--- src/rtl/transceiver_pkg.sv ---
// Shared UART transceiver types and constants.
// Holds the serial FSM state encoding and line idle level.
package transceiver_pkg;

  typedef enum logic [2:0] {
    IDLE,
    LOAD,
    START,
    DATA,
    PARITY,
    STOP
  } xcvr_state_e;

  localparam logic LINE_IDLE = 1'b1;

  function automatic logic even_parity(
    input logic [63:0] word
  );
    return ^word;
  endfunction

endpackage

--- src/rtl/baud_gen.sv ---
// Bit-period down-counter: tick marks the last cycle of a bit.
// Ports: clk, rst (sync high), restart (reload), tick (out).
module baud_gen #(
  parameter int BaudDiv = 434
) (
  input  logic clk,
  input  logic rst,
  input  logic restart,
  output logic tick
);

  localparam int CW = $clog2(BaudDiv);
  localparam logic [CW-1:0] RELOAD = CW'(BaudDiv - 1);

  logic [CW-1:0] cnt_q;

  always_ff @(posedge clk) begin
    if (rst) begin
      cnt_q <= '0;
    end else if (restart || cnt_q == '0) begin
      cnt_q <= RELOAD;
    end else begin
      cnt_q <= cnt_q - 1'b1;
    end
  end

  assign tick = (cnt_q == '0) && !restart;

endmodule

--- src/rtl/uart_tx.sv ---
// UART transmitter: pops a FIFO entry and shifts it out LSB first.
// Ports: clk, rst, fifo_has_data, fifo_data, fifo_read, tx, busy.
module uart_tx
  import transceiver_pkg::*;
#(
  parameter int DataWidth    = 8,
  parameter int BaudDiv      = 434,
  parameter int ParityEnable = 0
) (
  input  logic                 clk,
  input  logic                 rst,
  input  logic                 fifo_has_data,
  input  logic [DataWidth-1:0] fifo_data,
  output logic                 fifo_read,
  output logic                 tx,
  output logic                 busy
);

  localparam int IW = $clog2(DataWidth);
  localparam logic [IW-1:0] LAST = IW'(DataWidth - 1);

  xcvr_state_e          state_q;
  logic [DataWidth-1:0] shift_q;
  logic [IW-1:0]        idx_q;
  logic                 par_q;
  logic                 tx_q;
  logic                 busy_q;
  logic                 armed_q;
  logic                 tick;

  baud_gen #(
    .BaudDiv(BaudDiv)
  ) u_baud (
    .clk    (clk),
    .rst    (rst),
    .restart(state_q == LOAD),
    .tick   (tick)
  );

  // armed_q holds off the first LOAD for one cycle after reset.
  always_ff @(posedge clk) begin
    if (rst) begin
      state_q <= IDLE;
      shift_q <= '0;
      idx_q   <= '0;
      par_q   <= 1'b0;
      tx_q    <= LINE_IDLE;
      busy_q  <= 1'b0;
      armed_q <= 1'b0;
    end else begin
      armed_q <= 1'b1;
      unique case (state_q)
        IDLE: begin
          if (fifo_has_data && armed_q) begin
            state_q <= LOAD;
            busy_q  <= 1'b1;
          end
        end
        LOAD: begin
          shift_q <= fifo_data;
          par_q   <= even_parity(64'(fifo_data));
          idx_q   <= '0;
          tx_q    <= 1'b0;
          state_q <= START;
        end
        START: begin
          if (tick) begin
            state_q <= DATA;
            tx_q    <= shift_q[0];
          end
        end
        DATA: begin
          if (tick) begin
            if (idx_q == LAST) begin
              idx_q <= '0;
              if (ParityEnable != 0) begin
                state_q <= PARITY;
                tx_q    <= par_q;
              end else begin
                state_q <= STOP;
                tx_q    <= LINE_IDLE;
              end
            end else begin
              idx_q   <= idx_q + 1'b1;
              shift_q <= {1'b0, shift_q[DataWidth-1:1]};
              tx_q    <= shift_q[1];
            end
          end
        end
        PARITY: begin
          if (tick) begin
            state_q <= STOP;
            tx_q    <= LINE_IDLE;
          end
        end
        STOP: begin
          if (tick) begin
            tx_q <= LINE_IDLE;
            if (fifo_has_data) begin
              state_q <= LOAD;
            end else begin
              state_q <= IDLE;
              busy_q  <= 1'b0;
            end
          end
        end
        default: begin
          state_q <= IDLE;
          tx_q    <= LINE_IDLE;
          busy_q  <= 1'b0;
        end
      endcase
    end
  end

  assign fifo_read = (state_q == LOAD);
  assign tx        = tx_q;
  assign busy      = busy_q;

endmodule

--- config.mk ---
export PLATFORM = sky130hd
export DESIGN_NAME = uart_tx
export DESIGN_NICKNAME = d
export VERILOG_FILES = /design/src/rtl/transceiver_pkg.sv /design/src/rtl/baud_gen.sv /design/src/rtl/uart_tx.sv
export SDC_FILE = /design/constraint.sdc
export NUM_CORES = 1
export LEC_CHECK = 0
export CAP_MARGIN = 5
export CORE_MARGIN = 4
export CORE_UTILIZATION = 40
export DETAILED_ROUTE_END_ITERATION = 8
export GPL_TIMING_DRIVEN = 1
export PLACE_DENSITY = 0.66
export SYNTH_ARGS = -nofsm -noshare
export SYNTH_HDL_FRONTEND = slang
export SYNTH_SLANG_ARGS = --single-unit
--- constraint.sdc ---
create_clock -name clk -period 1.9 [get_ports clk]
set_input_delay 0.57 -clock clk [delete_from_list [all_inputs] [get_ports clk]]
set_output_delay 0.57 -clock clk [all_outputs]
set_load 0.1 [all_outputs]
* Word level (Yosys, flattened, before mapping)
Cells that the tools add are included.
Storage, ports and cells: RAM bits 0, register bits after elaboration 26, output and inout port bits 3, memories 0, bits in read-only memories 0, logic and storage cells 67, latch bits 0
Cells by class: reductions and logical operators 15, equality and inequality tests 15, shifts and indexed selects 0, divide/modulo/power cells 0, multiplexer cells 25, add/subtract/negate cells 2, $lt $le $gt $ge 0, bitwise operators 2, multipliers 0
Operator list (count):
- 2-to-1 mux 3 bit | 8
- case mux 3 bit (6 select lines) | 1
- 2-to-1 mux 8 bit | 2
- != test 2 bit (second input constant) | 8
- case mux 8 bit (2 select lines) | 1
- equality test 3 bit (second input constant) | 3
- zero test 9 bit | 1
- 2-to-1 mux 1 bit | 9
- 2-to-1 mux 9 bit | 1
- subtractor 9 x 1 -> 9 bit (second input constant) | 1
- AND reduction 4 bit | 2
- equality test 3 x 2 -> 1 bit (second input constant) | 2
- case mux 3 bit (2 select lines) | 1
- AND reduction 6 bit | 1
- case mux 1 bit (5 select lines) | 1
- OR reduction 2 bit | 2
- OR reduction 4 bit | 1
- adder 3 x 1 -> 3 bit (second input constant) | 1
- equality test 3 x 1 -> 1 bit (second input constant) | 1
- zero test 3 bit | 1
- case mux 1 bit (3 select lines) | 1
- AND reduction 3 bit | 1
- logical AND 1 bit | 2
- != test 2 x 1 -> 1 bit (second input constant) | 1
- 5 further kinds | 6

* Logic depth before layout (Yosys ltp)
depth after elaboration 5, depth in mapped cells 7, gate-level depth less buffers 6

* Hierarchy
Synthesis repeated with hierarchy kept, for this count alone.
Second synthesis, totals: cells, all modules 147, area, all modules 1336.3 µm²
By module, submodules not included:
- uart_tx | area an instance 839.6 µm², cells each 93, instances 1
- baud_gen | area an instance 496.7 µm², cells each 54, instances 1

* Worst setup path after synthesis
No wires, ideal clock.
path kind register to register, start reg state_q[2], end reg shift_q[0], arrival 2.379 ns, clock period less this slack 2.494 ns, data required time 1.784 ns, library setup time 0.116 ns, path slack -0.594 ns, cell stages (with the launch flop) 6, cells stage by stage dfxtp_1 > buf_4 > nor3b_2 > a31oi_2 > buf_6 > a31o_1
Between the ends: word-level cells in the longest chain between the ends 5
RTL lines:
- from (decl) | line uart_tx.sv:22 | xcvr_state_e state_q;
- from (signal assigned) | line uart_tx.sv:43 | state_q <= IDLE;
- from (signal assigned) | line uart_tx.sv:55 | state_q <= LOAD;
- from (signal assigned) | line uart_tx.sv:64 | state_q <= START;
- equality test 3 x 1 -> 1 bit (*)
- net fifo_read | line uart_tx.sv:14 | output logic fifo_read,
- zero test 1 bit | line baud_gen.sv:27 | assign tick = (cnt_q == '0) && !restart;
- logical AND 1 bit | line baud_gen.sv:27
- != test 2 bit (no line)
- AND reduction 3 bit (no line)
- to (signal assigned) | line uart_tx.sv:60 | shift_q <= fifo_data;
- to (signal assigned) | line uart_tx.sv:85 | shift_q <= {1'b0, shift_q[DataWidth-1:1]};
- to (decl) | line uart_tx.sv:23 | logic [DataWidth-1:0] shift_q;
The timed path passes the listed nets; every way through them passes the cells marked *. A chain may end at the register's enable or synchronous reset.

* Final worst setup path
start reg state_q[0], end out fifo_read
Between the ends: word-level cells in the longest chain between the ends 1
RTL lines:
- equality test 3 x 1 -> 1 bit | line uart_tx.sv:116 | assign fifo_read = (state_q == LOAD);
- to (decl) | line uart_tx.sv:14
Every way passes these cells.

==> impl_metrics.xml <==
<?xml version="1.0" encoding="UTF-8"?>
<metrics>
  <group name="run_status">
    <metric name="run_status" unit="">finished clean</metric>
  </group>
  <group name="place">
    <metric name="hpwlAfterDp" unit="mm">2.08</metric>
    <metric name="numPortBuffers" unit="">13</metric>
    <metric name="placedCellCount" unit="">196</metric>
    <metric name="gpl.final_weighted_congestion" unit="">0.770</metric>
    <metric name="post-place-ws" unit="ps">106</metric>
  </group>
  <group name="timing">
    <metric name="max_slew_margin" unit="%">62.2</metric>
    <metric name="fmax" unit="GHz">0.545</metric>
    <metric name="final_hold_violations" unit="">0</metric>
    <metric name="worst_clock_skew" unit="ps">5.26</metric>
    <metric name="slew_violations" unit="">0</metric>
    <metric name="min_tclk_post_route" unit="ps">1840</metric>
    <metric name="finalSetupViolations" unit="">0</metric>
    <metric name="worst_pin_slew" unit="ps">562</metric>
    <metric name="timing.final.crit_share" unit="%">96.7</metric>
    <metric name="postLayoutSetupSlackWorst" unit="ps">63.5</metric>
  </group>
  <group name="synth">
    <metric name="gate_count_after_technology_mapping" unit="">141</metric>
    <metric name="netlist_top_cells_area" unit="">dfxtp_1, a31o_1, mux2i_1</metric>
    <metric name="ys_types" unit="">44</metric>
    <metric name="synth-edff-count" unit="">0</metric>
    <metric name="synth_warnings" unit="">0</metric>
    <metric name="synthDominantCellAreaShare" unit="%">39.4</metric>
    <metric name="synth-seq-area-share" unit="%">39.4</metric>
    <metric name="synthesis.area" unit="um2">1320</metric>
    <metric name="share_of_flip_flops_with_an_asynchronous_set_or_reset_after_synthesis" unit="%">0</metric>
    <metric name="synth_ff_type" unit="">dfxtp_1</metric>
    <metric name="postSynthNetCount" unit="">155</metric>
    <metric name="synth-seq-cells" unit="">26</metric>
    <metric name="cell_accounting_for_the_most_synthesized_area" unit="">dfxtp_1</metric>
    <metric name="synth.avg_cell_area" unit="um2">9.38</metric>
  </group>
  <group name="setup_path">
    <metric name="timing.reg2reg.setup_slack" unit="ps">130</metric>
    <metric name="critical_path.startpoint" unit="">state_q[0]$_SDFFE_PP0P_</metric>
    <metric name="crit_chain" unit="">nor3b_4 -&gt; buf_12</metric>
    <metric name="critical_path.max_stage_delay" unit="ps">420</metric>
    <metric name="timing.critical_path.arrival" unit="ps">1270</metric>
    <metric name="r2r-start" unit="">idx_q[0]$_SDFFE_PP0P_</metric>
    <metric name="timing.reg2reg.worst_path_depth" unit="">7</metric>
    <metric name="element_type_at_the_critical_path_end" unit="">output pin</metric>
    <metric name="critPathSlowestCell" unit="">dfxtp_4</metric>
    <metric name="timing.critical_path.fanout_max" unit="">9</metric>
    <metric name="critical_path_required" unit="ps">1330</metric>
    <metric name="setup.worst_path.start_class" unit="">flop</metric>
    <metric name="timing.setup.critical_path_class" unit="">reg2out</metric>
    <metric name="reg2reg_to" unit="">shift_q[4]$_SDFFE_PP0P_</metric>
  </group>
  <group name="die">
    <metric name="fp-row-count" unit="">20</metric>
    <metric name="chip_width" unit="um">65.5</metric>
    <metric name="fp.coreArea" unit="um2">3100</metric>
    <metric name="die_area" unit="um2">4290</metric>
    <metric name="start_util" unit="%">42.6</metric>
    <metric name="top_level_ports" unit="">14</metric>
    <metric name="die_h" unit="um">65.5</metric>
  </group>
  <group name="clock_network">
    <metric name="numCtsBuffers" unit="">3</metric>
    <metric name="clock_tree.buffer_depth" unit="">2</metric>
    <metric name="worstSkewPairLatency" unit="ps">330</metric>
    <metric name="clock_tree.root_cell" unit="">clkbuf_4</metric>
    <metric name="cts_htree_levels" unit="">1</metric>
    <metric name="cts.clk_slew.worst_paths" unit="ps">150</metric>
    <metric name="clock_sink_count" unit="">26</metric>
    <metric name="postCtsHoldBufs" unit="">0</metric>
    <metric name="cts_tree" unit="">done</metric>
  </group>
  <group name="finish">
    <metric name="area_growth_syn_to_layout" unit="%">24.7</metric>
    <metric name="antenna_cells_inserted" unit="">0</metric>
    <metric name="finalNonFillerCells" unit="">203</metric>
    <metric name="multi_input_comb_area" unit="um2">733</metric>
    <metric name="area.sequential" unit="um2">527</metric>
    <metric name="numnets_final" unit="">174</metric>
    <metric name="final_core_util" unit="%">53.1</metric>
    <metric name="post_route_cells_drive_above_1_share" unit="%">19.5</metric>
    <metric name="fillerInstances" unit="">306</metric>
  </group>
  <group name="detailed_routing">
    <metric name="detail-route-antenna-nets" unit="">0</metric>
    <metric name="dr_total_vias" unit="">1118</metric>
    <metric name="initial_drt_markers" unit="">100</metric>
    <metric name="via_count_normalized_by_instance_count" unit="">5.51</metric>
    <metric name="detail_route.drc_violations" unit="">0</metric>
    <metric name="detail_route.wl_per_cell" unit="um">14.2</metric>
    <metric name="drt_pre_antenna_iters" unit="">4</metric>
    <metric name="detail_route.wirelength" unit="mm">2.89</metric>
  </group>
  <group name="pwr">
    <metric name="p_switching" unit="uW">775</metric>
    <metric name="sw_frac_of_total" unit="%">37.8</metric>
    <metric name="intPower" unit="uW">1280</metric>
    <metric name="p_per_area" unit="nW/um2">1240</metric>
    <metric name="sequentialPowerShare" unit="%">40.0</metric>
    <metric name="design_power_total" unit="uW">2050</metric>
    <metric name="pwr-share-clk" unit="%">19.1</metric>
    <metric name="p_leak" unit="uW">0.000652</metric>
    <metric name="power.ir.vdd_worst" unit="V">0.000666</metric>
    <metric name="share_comb_of_total_power" unit="%">41.0</metric>
  </group>
  <group name="grt">
    <metric name="grt_antenna_before_repair" unit="">0</metric>
    <metric name="gr-usage-all-layers" unit="%">15.1</metric>
    <metric name="gr-total-overflow" unit="">0</metric>
    <metric name="grt_pass1_vias" unit="">1105</metric>
    <metric name="grt_max_degree" unit="">16</metric>
    <metric name="grt_pass1_wl" unit="mm">5.05</metric>
  </group>
  <group name="min_path">
    <metric name="hold_end" unit="">shift_q[4]$_SDFFE_PP0P_</metric>
    <metric name="min_from" unit="">shift_q[4]$_SDFFE_PP0P_</metric>
    <metric name="min_delay_path_depth" unit="">1</metric>
    <metric name="hp-class" unit="">reg2reg</metric>
  </group>
  <group name="run">
    <metric name="cap_viol_max_count" unit="">0</metric>
  </group>
</metrics>
[kinds of logic (layout without fill, tap and decap cells)]
group | count (synthesis) | after routing | share of synthesized area, %
and+or+nand+nor | 47 | 47 | 23.3
AOI/OAI and AO/OA | 37 | 37 | 20.2
DFF | 26 | 26 | 39.4
buffers and inverters | 17 | 35 | 6.34
muxes | 7 | 7 | 5.30
xor gates and xnor gates | 4 | 4 | 2.65
adders and majority gates | 3 | 3 | 2.84
[layout make-up]
class                   count  share of cell area, %
multi-input cells          98                   44.5
flip-flops and latches     26                   31.9
repair buffers             24                   15.5
well taps                  44                   3.34
clock inverters             1                   1.82
inverters                   7                   1.59
clock buffers               3                   1.37
[metrics by stage]
stage	setup TNS (ps)	hold WS, ps	area [um2]
after detailed placement	0	477	1560
after global placement	0	463	1560
after global routing	-6.53	536	1650
final	0	504	1650
after floorplan	-259	448	1340
after CTS	0	509	1610
[timing repair]
action / in CTS / in global routing
endpoints found under the setup margin: 1 / 7
pin swaps: 1 / 2
buffers inserted: 0 / 3
gates resized for setup: 2 / 2
[registers in the layout, summed over array words and instances (netlist names)]
name          flops
shift_q           8
armed_q           1
idx_q             3
tx                1
busy              1
state_q           3
u_baud.cnt_q      9
[layer usage]
layer | global-route usage [%] | wire (um)
met2 | 25.5 | 1390
met4 | 5.44 | 43
met3 | 4.27 | 121
met5 | 0 | 0
met1 | 18.1 | 1340
[worst max path at each step]
stage | slack (ps) | depth (start not counted) | end
detailed placement | 110 | 6 | shift_q[0]$_SDFFE_PP0P_
global placement | 200 | 7 | shift_q[6]$_SDFFE_PP0P_
finish | 60 | 2 | fifo_read
floorplan | -50 | 6 | shift_q[7]$_SDFFE_PP0P_
CTS | 20 | 2 | fifo_read
global route | -7 | 2 | fifo_read
[worst max-delay path: cells and delay by family, from the launching register on]
family                 cells  cell delay [ps]
DFF                        1              420
buffers and inverters      1              210
and+or+nand+nor            1              290
[cells in the final DEF (no fill, tap or decap), types with 3 or more instances in the layout]
master	count
buf_4	10
clkdlybuf4s50_1	10
nor3_1	9
a31o_1	8
nor2_1	11
nand2_1	7
xnor2_1	4
a21oi_1	8
inv_1	7
o21ai_0	5
mux2i_1	7
dfxtp_1	23
clkbuf_4	3
buf_12	4
ha_1	3
[power groups by stage]
| stage | registers, uW | logic, uW | clock network (uW) |
|---|---|---|---|
| final | 820 | 840 | 391 |
| after global routing | 840 | 920 | 424 |
| after CTS | 817 | 830 | 398 |
| after detailed placement | 827 | 825 | 0 |
| after global placement | 822 | 803 | 0 |
| after floorplan | 865 | 556 | 0 |
[synthesized netlist by cell type, drive strengths merged (2+ instances only)]
cell	n
nand2b	2
a21oi	9
nand4	2
dfxtp	26
nor2	11
a311oi	2
nand2	7
nand3	2
nor4	3
o22ai	2
a31oi	2
inv	7
a41oi	2
xnor2	4
buf	4
clkbuf	6
ha	3
o21ai	5
a31o	8
nor3	11
mux2i	7
Power figures use the tool's default switching activity.
==> edit (same flow settings) <==
Set the parameter `DataWidth` to 16 (it was 8).
--- a/src/rtl/uart_tx.sv
+++ b/src/rtl/uart_tx.sv
@@ -3,7 +3,7 @@
 module uart_tx
   import transceiver_pkg::*;
 #(
-  parameter int DataWidth    = 8,
+  parameter int DataWidth    = 16,
   parameter int BaudDiv      = 434,
   parameter int ParityEnable = 0
 ) (
Ports: changed (resized fifo_data); port bits go from 14 to 22. The function was not compared with the original's and may differ.
==> edit against the unedited design <==
Clock skew is 2.9 ps higher; design area grew 41%; combinational power up 15%; first-iteration DRC count is 3.0% lower; sequential share of layout area fell by 1.7 points; sequential cell count is 9 higher; area after synthesis grew 36%; worst setup slack lost 14 ps; wire length rose by 52%; largest power group is now registers; sequential power increased by 21%; power increased by 21%; maximum frequency shrank 0.76%.
==> edit: results (changes against the unedited design) <==
status: "complete, no violations"
wl_met2_mm: 2.01  # +45%
nNetsFinal: 264  # +52%
clk_latency_ps: 290  # -40 ps
h-tree-depth: 2  # +1
grt_usage_pct: 16.2  # +1.1 points
grt_use_met2_pct: 23.5  # -2.0 points
post-place-ws_ps: 15.4  # -90.3 ps
ys_top_cells_by_count: "o21ai_0, dfxtp_1, a21oi_1"
gp_congestion: 0.793  # +3.0%
synth_compound_area_share_pct: 34.4  # +14 points
crit_path_max_fanout: 7  # -2
synthXorXnorAreaFrac_pct: 2.93  # +0.28 points
post_cts_resized: 0  # -2
highest_layer: "met4"
synth_fa_ha_area_share_pct: 2.09  # -0.74 points
finClkSkew_ps: 8.12  # +2.87 ps
power_frac_seq_pct: 40.1  # about the same
reg2reg_from: "u_baud.cnt_q[0]"
grt_util_met1_pct: 23.3  # +5.2 points
root_buffer: "clkbuf_8"
grtUsageMet3_pct: 3.87  # -0.40 points
grt_max_degree: 23  # +7
powerComb_w: 0.000969  # +15%
whs_endpoint: "u_baud.cnt_q[0]"
leakage_nw: 0.828  # +27%
fmax_mhz: 540  # -0.76%
m1WireLength_mm: 2.18  # +62%
route.met3.wl_um: 164  # +36%
avgViaCountPerCell: 5.64  # +2.4%
worstHoldStart: "u_baud.cnt_q[0]"
io_buffers: 21  # +8
reg.largest.list: "shift_q (16), u_baud.cnt_q (9), idx_q (4)"
dp_hpwl_mm: 2.94  # +42%
swShare_pct: 37.0  # -0.73 points
critPathArrivalTime_ps: 2060  # +790 ps
tightest_slew_ps: 497  # -64.7 ps
timing.hold.ws_ps: 451  # -52.9 ps
ys_types: 40  # -9.1%
r2r_slack_ps: 50  # -80 ps
drt_iter0_drc: 97  # -3.0%
cts.reportedPaths.clkPinSlew_ps: 70  # -80 ps
fillers: 388  # +27%
grt_first_pass_wirelength_mm: 6.98  # +38%
final_layout_size_suffix_gt1_share_pct: 21.4  # +1.9 points
timing.rr.end: "shift_q[7]"
p_comb_share_pct: 39.0  # -2.0 points
synth-main-ff-cell: "dfxtp_1"
wl_per_cell_um: 14.9  # +4.9%
peakVddDrop_mv: 0.437  # -34%
cts_buffers: 5  # +2
yosysSeqAreaShare_pct: 39.1  # -0.28 points
## edit: cell count changes in the layout (fill, tap and decap cells not counted), moves of 5 or more
cell and change:
mux2i_1 -6, a21oi_1 +20, a31o_1 -8, a211oi_2 +12, nor3_1 -6, o21ai_0 +33, clkbuf_8 +5, nor2_1 +7
clkdlybuf4s50_1 +8, dfxtp_1 +10
## edit: layout make-up
class	instances	area, µm²	share of cell area, %
clock buffer	7	76.3	3.28
clock inverter	1	5.00	0.215
inverter	6	22.5	0.967
multi-input combinational	159	1080	46.4
sequential	35	703	30.2
tap	52	65.1	2.79
timing repair buffer	35	375	16.1
## edit: worst max-delay path: stages, from the launching register on
cell       delay, ps
dfxtp_2          340
inv_2             80
ha_4             130
or4b_4           500
o31ai_4          320
clkbuf_16        230
nor2_1            50
a211oi_2         130
## edit: stage by stage
step           cells  instance area, µm²
3_5_place_dp     285                2150
6_report         295                2330
4_1_cts          293                2230
3_3_place_gp     285                2150
5_1_grt          295                2330
2_1_floorplan    214                1800
